`config.mk`:
```
export PLATFORM = sky130hd
export DESIGN_NAME = rsc_tail_encoder_flat
export DESIGN_NICKNAME = d
export VERILOG_FILES = /design/src/rtl/rsc_tail_encoder_if.sv /design/src/rtl/rsc_tail_encoder.sv /design/src/flat_wrapper.sv
export SDC_FILE = /design/constraint.sdc
export NUM_CORES = 1
export LEC_CHECK = 0
export ABC_AREA = 0
export CORE_MARGIN = 2
export CORE_UTILIZATION = 40
export CTS_BUF_LIST = sky130_fd_sc_hd__clkbuf_2 sky130_fd_sc_hd__clkbuf_4 sky130_fd_sc_hd__clkbuf_8
export CTS_CLUSTER_DIAMETER = 120
export CTS_CLUSTER_SIZE = 24
export DETAILED_ROUTE_END_ITERATION = 16
export PLACE_DENSITY = 0.6
export SYNTH_ARGS = -nofsm -noshare
export SYNTH_HDL_FRONTEND = slang
export SYNTH_SLANG_ARGS = --single-unit
```
`constraint.sdc`:
```
create_clock -name i_clk -period 2.85 [get_ports i_clk]
set_input_delay 0.7125 -clock i_clk [delete_from_list [all_inputs] [get_ports i_clk]]
set_output_delay 0.7125 -clock i_clk [all_outputs]
set_load 0.05 [all_outputs]
```
`src/rtl/rsc_tail_encoder_if.sv`:
```
// Handshake bundle for the LTE RSC constituent encoder: frame control, the input bit
// stream and the systematic/parity output stream.
interface rsc_tail_encoder_if #(
    parameter int KW = 13
);
    logic          start;
    logic [KW-1:0] frame_len;
    logic          in_bit;
    logic          in_valid;
    logic          in_ready;
    logic          out_valid;
    logic          out_ready;
    logic          out_sys;
    logic          out_par;
    logic          out_tail;
    logic          out_last;
    logic          busy;
    logic          len_err;

    modport master (
        output start, frame_len, in_bit, in_valid, out_ready,
        input  in_ready, out_valid, out_sys, out_par, out_tail, out_last, busy, len_err
    );

    modport slave (
        input  start, frame_len, in_bit, in_valid, out_ready,
        output in_ready, out_valid, out_sys, out_par, out_tail, out_last, busy, len_err
    );
endinterface

```
`src/rtl/rsc_tail_encoder.sv`:
```
// LTE RSC constituent encoder (g0 = 1+D^2+D^3, g1 = 1+D+D^3) with per-frame
// trellis termination; single output register stage, 1-cycle latency.
module rsc_tail_encoder #(
    parameter int K_MAX = 6144,
    parameter int KW    = 13
) (
    input  logic                i_clk,
    input  logic                i_rst,
    rsc_tail_encoder_if.slave   io_enc
);
    typedef enum logic [1:0] {
        ST_IDLE,
        ST_DATA,
        ST_TAIL,
        ST_DRAIN
    } state_t;

    state_t        r_state;
    logic          r_s1, r_s2, r_s3;
    logic [KW-1:0] r_len;
    logic [KW-1:0] r_cnt;
    logic [1:0]    r_tail_cnt;
    logic          r_out_valid;
    logic          r_out_sys;
    logic          r_out_par;
    logic          r_out_tail;
    logic          r_out_last;
    logic          r_busy;
    logic          r_len_err;

    logic          w_load;
    logic          w_in_hs;
    logic          w_u;
    logic          w_fb;
    logic          w_par;
    logic          w_len_ok;
    logic [KW-1:0] w_cnt_next;

    // During termination the input is chosen to cancel the feedback, driving the state to zero.
    assign w_u        = (r_state == ST_TAIL) ? (r_s2 ^ r_s3) : io_enc.in_bit;
    assign w_fb       = w_u ^ r_s2 ^ r_s3;
    assign w_par      = w_fb ^ r_s1 ^ r_s3;
    assign w_load     = !r_out_valid || io_enc.out_ready;
    assign w_in_hs    = io_enc.in_valid && io_enc.in_ready;
    assign w_len_ok   = (io_enc.frame_len != '0) && (io_enc.frame_len <= KW'(K_MAX));
    assign w_cnt_next = r_cnt + KW'(1);

    assign io_enc.in_ready  = (r_state == ST_DATA) && w_load;
    assign io_enc.out_valid = r_out_valid;
    assign io_enc.out_sys   = r_out_sys;
    assign io_enc.out_par   = r_out_par;
    assign io_enc.out_tail  = r_out_tail;
    assign io_enc.out_last  = r_out_last;
    assign io_enc.busy      = r_busy;
    assign io_enc.len_err   = r_len_err;

    // NOTE: all state uses non-blocking assignments so every branch sees pre-edge values.
    always_ff @(posedge i_clk) begin
        if (i_rst) begin
            r_state     <= ST_IDLE;
            r_s1        <= 1'b0;
            r_s2        <= 1'b0;
            r_s3        <= 1'b0;
            r_len       <= '0;
            r_cnt       <= '0;
            r_tail_cnt  <= 2'd0;
            r_out_valid <= 1'b0;
            r_out_sys   <= 1'b0;
            r_out_par   <= 1'b0;
            r_out_tail  <= 1'b0;
            r_out_last  <= 1'b0;
            r_busy      <= 1'b0;
            r_len_err   <= 1'b0;
        end else begin
            r_len_err <= 1'b0;
            if (w_load) begin
                r_out_valid <= 1'b0;
            end

            case (r_state)
                ST_IDLE: begin
                    if (io_enc.start) begin
                        if (w_len_ok) begin
                            r_len   <= io_enc.frame_len;
                            r_cnt   <= '0;
                            r_busy  <= 1'b1;
                            r_state <= ST_DATA;
                        end else begin
                            r_len_err <= 1'b1;
                        end
                    end
                end

                ST_DATA: begin
                    if (w_in_hs) begin
                        r_out_valid <= 1'b1;
                        r_out_sys   <= w_u;
                        r_out_par   <= w_par;
                        r_out_tail  <= 1'b0;
                        r_out_last  <= 1'b0;
                        {r_s1, r_s2, r_s3} <= {w_fb, r_s1, r_s2};
                        r_cnt <= w_cnt_next;
                        if (w_cnt_next == r_len) begin
                            r_tail_cnt <= 2'd0;
                            r_state    <= ST_TAIL;
                        end
                    end
                end

                ST_TAIL: begin
                    if (w_load) begin
                        r_out_valid <= 1'b1;
                        r_out_sys   <= w_u;
                        r_out_par   <= w_par;
                        r_out_tail  <= 1'b1;
                        r_out_last  <= (r_tail_cnt == 2'd2);
                        {r_s1, r_s2, r_s3} <= {w_fb, r_s1, r_s2};
                        r_tail_cnt <= r_tail_cnt + 2'd1;
                        if (r_tail_cnt == 2'd2) begin
                            r_state <= ST_DRAIN;
                        end
                    end
                end

                ST_DRAIN: begin
                    if (r_out_valid && io_enc.out_ready) begin
                        r_busy  <= 1'b0;
                        r_state <= ST_IDLE;
                    end
                end

                default: r_state <= ST_IDLE;
            endcase
        end
    end
endmodule

```
`src/flat_wrapper.sv`:
```
// flat-port wrapper written by rule: the top's interface ports become plain ports
module rsc_tail_encoder_flat 
#(
    parameter int K_MAX = 6144,
    parameter int KW    = 13
)
  (i_clk, i_rst, io_enc_start, io_enc_frame_len, io_enc_in_bit, io_enc_in_valid, io_enc_out_ready, io_enc_in_ready, io_enc_out_valid, io_enc_out_sys, io_enc_out_par, io_enc_out_tail, io_enc_out_last, io_enc_busy, io_enc_len_err);
  rsc_tail_encoder_if #(.KW(KW)) io_enc_i ();
  input  logic i_clk;
  input  logic i_rst;
  input wire logic [$bits(io_enc_i.start)-1:0] io_enc_start;
  input wire logic [$bits(io_enc_i.frame_len)-1:0] io_enc_frame_len;
  input wire logic [$bits(io_enc_i.in_bit)-1:0] io_enc_in_bit;
  input wire logic [$bits(io_enc_i.in_valid)-1:0] io_enc_in_valid;
  input wire logic [$bits(io_enc_i.out_ready)-1:0] io_enc_out_ready;
  output wire logic [$bits(io_enc_i.in_ready)-1:0] io_enc_in_ready;
  output wire logic [$bits(io_enc_i.out_valid)-1:0] io_enc_out_valid;
  output wire logic [$bits(io_enc_i.out_sys)-1:0] io_enc_out_sys;
  output wire logic [$bits(io_enc_i.out_par)-1:0] io_enc_out_par;
  output wire logic [$bits(io_enc_i.out_tail)-1:0] io_enc_out_tail;
  output wire logic [$bits(io_enc_i.out_last)-1:0] io_enc_out_last;
  output wire logic [$bits(io_enc_i.busy)-1:0] io_enc_busy;
  output wire logic [$bits(io_enc_i.len_err)-1:0] io_enc_len_err;
  assign io_enc_i.start = io_enc_start;
  assign io_enc_i.frame_len = io_enc_frame_len;
  assign io_enc_i.in_bit = io_enc_in_bit;
  assign io_enc_i.in_valid = io_enc_in_valid;
  assign io_enc_i.out_ready = io_enc_out_ready;
  assign io_enc_in_ready = io_enc_i.in_ready;
  assign io_enc_out_valid = io_enc_i.out_valid;
  assign io_enc_out_sys = io_enc_i.out_sys;
  assign io_enc_out_par = io_enc_i.out_par;
  assign io_enc_out_tail = io_enc_i.out_tail;
  assign io_enc_out_last = io_enc_i.out_last;
  assign io_enc_busy = io_enc_i.busy;
  assign io_enc_len_err = io_enc_i.len_err;
  rsc_tail_encoder #(.K_MAX(K_MAX), .KW(KW)) u_core (.i_clk(i_clk), .i_rst(i_rst), .io_enc(io_enc_i));
endmodule
```
Word level (Yosys, flattened, before mapping)
Cells that the tools add are included.
- add/sub/neg operators: 2
- $lt $le $gt $ge: 1
- equal/unequal tests: 12
- multiplexer cells: 46
- bitwise operators: 7
- reduce and logical (&&, ||, !) cells: 18
- operator list (cell ; number):
    $mux W13 ; 3
    $pmux W13 S2 ; 1
    $mux W1 ; 21
    $mux W2 ; 10
    $pmux W1 S2 ; 9
    $add A13 B1 Y13 const B ; 1
    $eq A13 B13 Y1 ; 1
    $le A13 B13 Y1 const B ; 1
    $reduce_bool A13 Y1 ; 1
    $reduce_and A4 Y1 ; 3
    $ne A2 B1 Y1 const B ; 4
    $pmux W2 S4 ; 1
    $reduce_and A7 Y1 ; 1
    $eq A2 B2 Y1 const B ; 3
    $ne A2 B2 Y1 const B ; 3
    $reduce_and A3 Y1 ; 2
    $reduce_bool A2 Y1 ; 3
    $xor A1 B1 Y1 ; 5
    $logic_and A1 B1 Y1 ; 4
    $pmux W2 S2 ; 1
    $reduce_or A3 Y1 ; 1
    $add A2 B1 Y2 const B ; 1
    $eq A2 B1 Y1 const B ; 1
    $logic_not A2 Y1 ; 1
    other kinds (3) ; 4
- bits in registers: 40
- input port bits: 19
- output and inout port bits: 8
- logic and storage cells: 100

Depth between registers and ports, before layout
Gate-level depths: netlist (run 1).
- word-level depth: 8
- mapped depth: 10
- depth with buffers taken out: 8

Least setup slack after synthesis (run 1)
Ideal clock, no wire load.
- kind: input to register
- start point: in io_enc_frame_len[0]
- end point: reg u_core.r_cnt[12]
- setup time: 0.070 ns
- arrival time: 2.733 ns
- required time: 2.780 ns
- setup slack: 0.046 ns
- stages on the path: 6
- buffers on the path: 0
- cells stage by stage: or4_4 -> o311ai_4 -> a31oi_1 -> or3_1 -> or4_1 -> a21oi_1
- longest elaborated chain between the ends: 4
- elaborated cells on any way between the ends: 5
- those cells by class: 1 x order compare; 1 x eq/ne; 3 x reduce/logical
- ends and longest elaborated chain (element ; RTL line ; text):
    from (decl) ; flat_wrapper.sv:12 ; input wire logic [$bits(io_enc_i.frame_len)-1:0] io_enc_frame_len;
    $le A13 B13 Y1 or $reduce_bool A13 Y1 (tied branches) ; rsc_tail_encoder.sv:45 ; assign w_len_ok = (io_enc.frame_len != '0) && (io_enc.frame_len <= KW'(K_MAX));
    $logic_and A1 B1 Y1 (*) ; rsc_tail_encoder.sv:45 ;
    $ne A2 B1 Y1 (no line) (*) ; n/a ;
    $reduce_and A4 Y1 (no line) (*) ; n/a ;
    to (signal assigned) ; rsc_tail_encoder.sv:102 ; r_cnt <= w_cnt_next;
    to (decl) ; rsc_tail_encoder.sv:21 ; logic [KW-1:0] r_cnt;
Every way passes the cells marked *; elsewhere a longest branch is shown, timed or not.
A chain may end at the register's enable or synchronous reset.

Worst setup path after layout (run 1)
- start point: in io_enc_frame_len[9]
- end point: reg u_core.r_cnt[3]
The elaborated chain is that of the path after synthesis.

==> results of run 1 <==
routing by layer:
layer / vias up / track usage [%]
li1: 1068 / -
met1: 950 / 26.0
met2: 32 / 30.7
met3: 6 / 3.10
met4: 0 / 4.74
met5: - / 0
synthesized netlist by cell type, types with 2 or more instances:
master	number	share of area, %
or3_1	12	3.4
a22oi_1	3	1.0
xor2_1	9	3.5
a31oi_1	2	0.56
a211oi_1	2	0.67
buf_2	2	0.45
xnor2_1	13	5.1
mux2i_1	16	7.2
a21oi_1	23	5.2
and2_1	2	0.56
and3_1	3	0.84
or4_4	2	1.0
nor2_1	40	6.7
dfxtp_1	40	36
clkbuf_1	13	2.2
o21ai_0	13	2.9
or4_1	3	1.0
nor3_1	5	1.1
ha_1	6	3.4
nand3_1	9	2.0
inv_1	10	1.7
nand2_1	20	3.4
cells by family (layout without fill, tap and decap cells):
kind of cell	after synthesis	in the layout	share of synthesized area [%]
AOI/OAI and AO/OA	57	57	16.4
xor gates and xnor gates	22	22	8.66
and+or+nand+nor	107	107	23.9
adders and majority gates	6	6	3.37
muxes	16	16	7.19
buffers and inverters	26	78	4.50
DFF	40	40	36.0
cell usage in the layout (no fill, tap or decap), types with 3 or more instances in the layout:
| cell | count |
|---|---|
| nor2_1 | 40 |
| dfxtp_1 | 40 |
| buf_4 | 30 |
| a21oi_1 | 21 |
| nand2_1 | 20 |
| clkdlybuf4s50_1 | 17 |
| mux2i_1 | 16 |
| xnor2_1 | 13 |
| o21ai_0 | 13 |
| inv_1 | 10 |
| or3_1 | 10 |
| nand3_1 | 9 |
| xor2_1 | 9 |
| ha_1 | 6 |
| clkbuf_8 | 5 |
| nor3_1 | 4 |
| dlygate4sd2_1 | 4 |
| a22oi_1 | 3 |
| and3_1 | 3 |
| or4_1 | 3 |
| buf_12 | 3 |
sequential cells by signal, indices dropped and copies added, names as in the netlist, 2 cells and up:
signal,flops
u_core.r_state,2
u_core.r_len,13
u_core.r_cnt,13
u_core.r_tail_cnt,2
per-stage QoR:
step / util [%] / TNS (ps)
global placement: 51.3 / -8870
CTS: 54.5 / 0
finish: 54.9 / 0
floorplan: - / 0
global route: 54.9 / 0
detailed placement: 51.3 / -9900
worst max-delay path by stage:
| stage | startpoint | to | cells after the start |
|---|---|---|---|
| after detailed placement | io_enc_frame_len[0] | u_core.r_cnt[2] | 8 |
| after global placement | io_enc_frame_len[0] | u_core.r_cnt[2] | 8 |
| after floorplan | io_enc_frame_len[0] | u_core.r_cnt[12] | 6 |
| after global routing | io_enc_frame_len[8] | u_core.r_cnt[2] | 8 |
| final | io_enc_frame_len[9] | u_core.r_cnt[3] | 9 |
| after CTS | io_enc_frame_len[3] | u_core.r_cnt[2] | 8 |
critical path, cell delays in order:
cell	delay (ps)
clkdlybuf4s50_1	430
or3_4	430
or4b_4	520
a31oi_4	200
buf_4	140
a21o_1	120
buf_12	130
o21ai_0	140
a21oi_2	180
layout make-up:
cell class / count / share of cell area (%)
well taps: 72 / 3.02
flip-flops and latches: 40 / 26.8
clock inverters: 2 / 2.01
clock buffers: 5 / 2.31
multi-input cells: 208 / 45.8
inverters: 11 / 1.38
repair buffers: 60 / 18.7
power by group through the flow:
stage                     Combinational, mW  Clock (mW)  Sequential, mW
after floorplan                       0.525           0           0.772
after global placement                0.920           0           0.712
after detailed placement              0.931           0           0.715
after CTS                             0.945       0.561           0.702
after global routing                   1.04       0.585           0.713
final                                 0.949       0.550           0.701
repair_timing:
item | 4_1_cts | 5_1_grt
pin swaps | 10 | 8
cloned | 1 | 0
resized for setup | 14 | 7
endpoints found under the setup margin | 12 | 11
buffers inserted | 1 | 0
==> metrics.txt, run 1 <==
Register-to-Register Path Depth 7; Routed met1 length 2820 um; Vias/cell 5.17; total nets after synthesis approximately 300; Int Power 1.40 mW; clk slew on worst S/H paths 80 ps; WL per Instance between 10 and 15 um; Inserted Clock Buffers 5; Comb pwr share 43.1%; Synth cell types 48; DRC viols 0; kind of critical path in -> reg; Final ANT Viol Nets 0; fin cells 398; Post-synth EDFFs 0; critical path required time 3080 ps; dpl hpwl ~4100 um; worst hold path type reg -> reg; Final Skew 5.31 ps; Crit Reg-Reg Endpoint u_core.r_state[1]; Post-CTS Hold Buffers 0; Core Box Area ~5400 um2; max-cap violations 0; Worst Max-Slew Pin Slew 588 ps; startpoint types primary input; Post-Syn Area 2230 um2; NetSw 799 uW; Clock Latency Late Sink 290 ps; Iter 0 DRT Violations 102; fraction of registers with async set/reset 0%; Post-Route WL 5530 um; reg2reg start u_core.r_cnt[8]; final setup fails 0; area occupied by multi-input gates 1370 um2; fmax ~360 MHz; clock share of power 25.0%; die width 78.6 um; leakage power roughly 1.2 nW; register share of total power 31.9%; Syn Area/Cell approximately 8.1 um2; pre-CTS setup slack -473 ps; final worst path period share 97.3%; IO Pins 27; initial antenna violation count 0; first-pass GRT wire length just over 9000 um; via count between 2000 and 2500; CTS tree yes; register area share after synthesis 36.0%; filler instances 535; vias in the first global route 1955; full die area 6180 um2; Main synth FF type dfxtp_1; Initial Util 40.9%; Reg area ~800 um2; Hold Vio Cnt, Final 0; max layer used met4; CTS H-tree depth 2; Syn-to-layout area delta 34.1%; hold path depth 1; final worst path period need 2770 ps; P per Cell Area around 740 nW/um2; status finished clean; FF-to-FF setup slack 140 ps; Final Cell Area 2990 um2; CP max FO 10; Placer Congestion between 0.8 and 0.9; worst hold start u_core.r_tail_cnt[0]; Max transition margin 59.8%; DR WL met2 roughly 2500 um; dpl cell area 2790 um2; Seq cells post-synth 40; largest net degree at the start of global routing 29; clk buf depth 2; layout cells sized above 1 16.0%; Clock Sinks 40; Tot GR Track Use 18.9%; # nets final 351; Worst Hold Path EP u_core.r_tail_cnt[0]; Rows 27; DR pass1 iterations 4; Ant. Diodes 0; Cells after Synth 274; unrepaired setup endpoints after global routing no; met3 wire len 183 um; Setup crit end kind flip-flop; total power draw around 2.2 mW; Switching Share 36.3%; Synth warnings 0; final setup margin approximately 78 ps; Die Ht 78.6 um; Final Max Tran Viols 0; GRT overflow 0; hold_ws 460 ps; worst-case vdd ir drop ~500 uV; Clock Tree Root clkbuf_8; arrival time at the worst endpoint 3000 ps; port bufs 26; dpl cells just under 400
Power figures use the tool's default switching activity.
==> run 2: changes to the inputs <==
--- a/config.mk
+++ b/config.mk
@@ -12,6 +12,7 @@
 export CTS_CLUSTER_DIAMETER = 120
 export CTS_CLUSTER_SIZE = 24
 export DETAILED_ROUTE_END_ITERATION = 16
+export HOLD_SLACK_MARGIN = 0.15
 export PLACE_DENSITY = 0.6
 export SYNTH_ARGS = -nofsm -noshare
 export SYNTH_HDL_FRONTEND = slang
==> results of run 2 <==
No change in the layout: final DEF, timing and power equal those of run 1.
==> run 3: changes to the inputs <==
--- a/config.mk
+++ b/config.mk
@@ -17,3 +17,4 @@
 export SYNTH_ARGS = -nofsm -noshare
 export SYNTH_HDL_FRONTEND = slang
 export SYNTH_SLANG_ARGS = --single-unit
+export TNS_END_PERCENT = 20
==> results of run 3 <==
No change in the layout: final DEF, timing and power equal those of run 1.
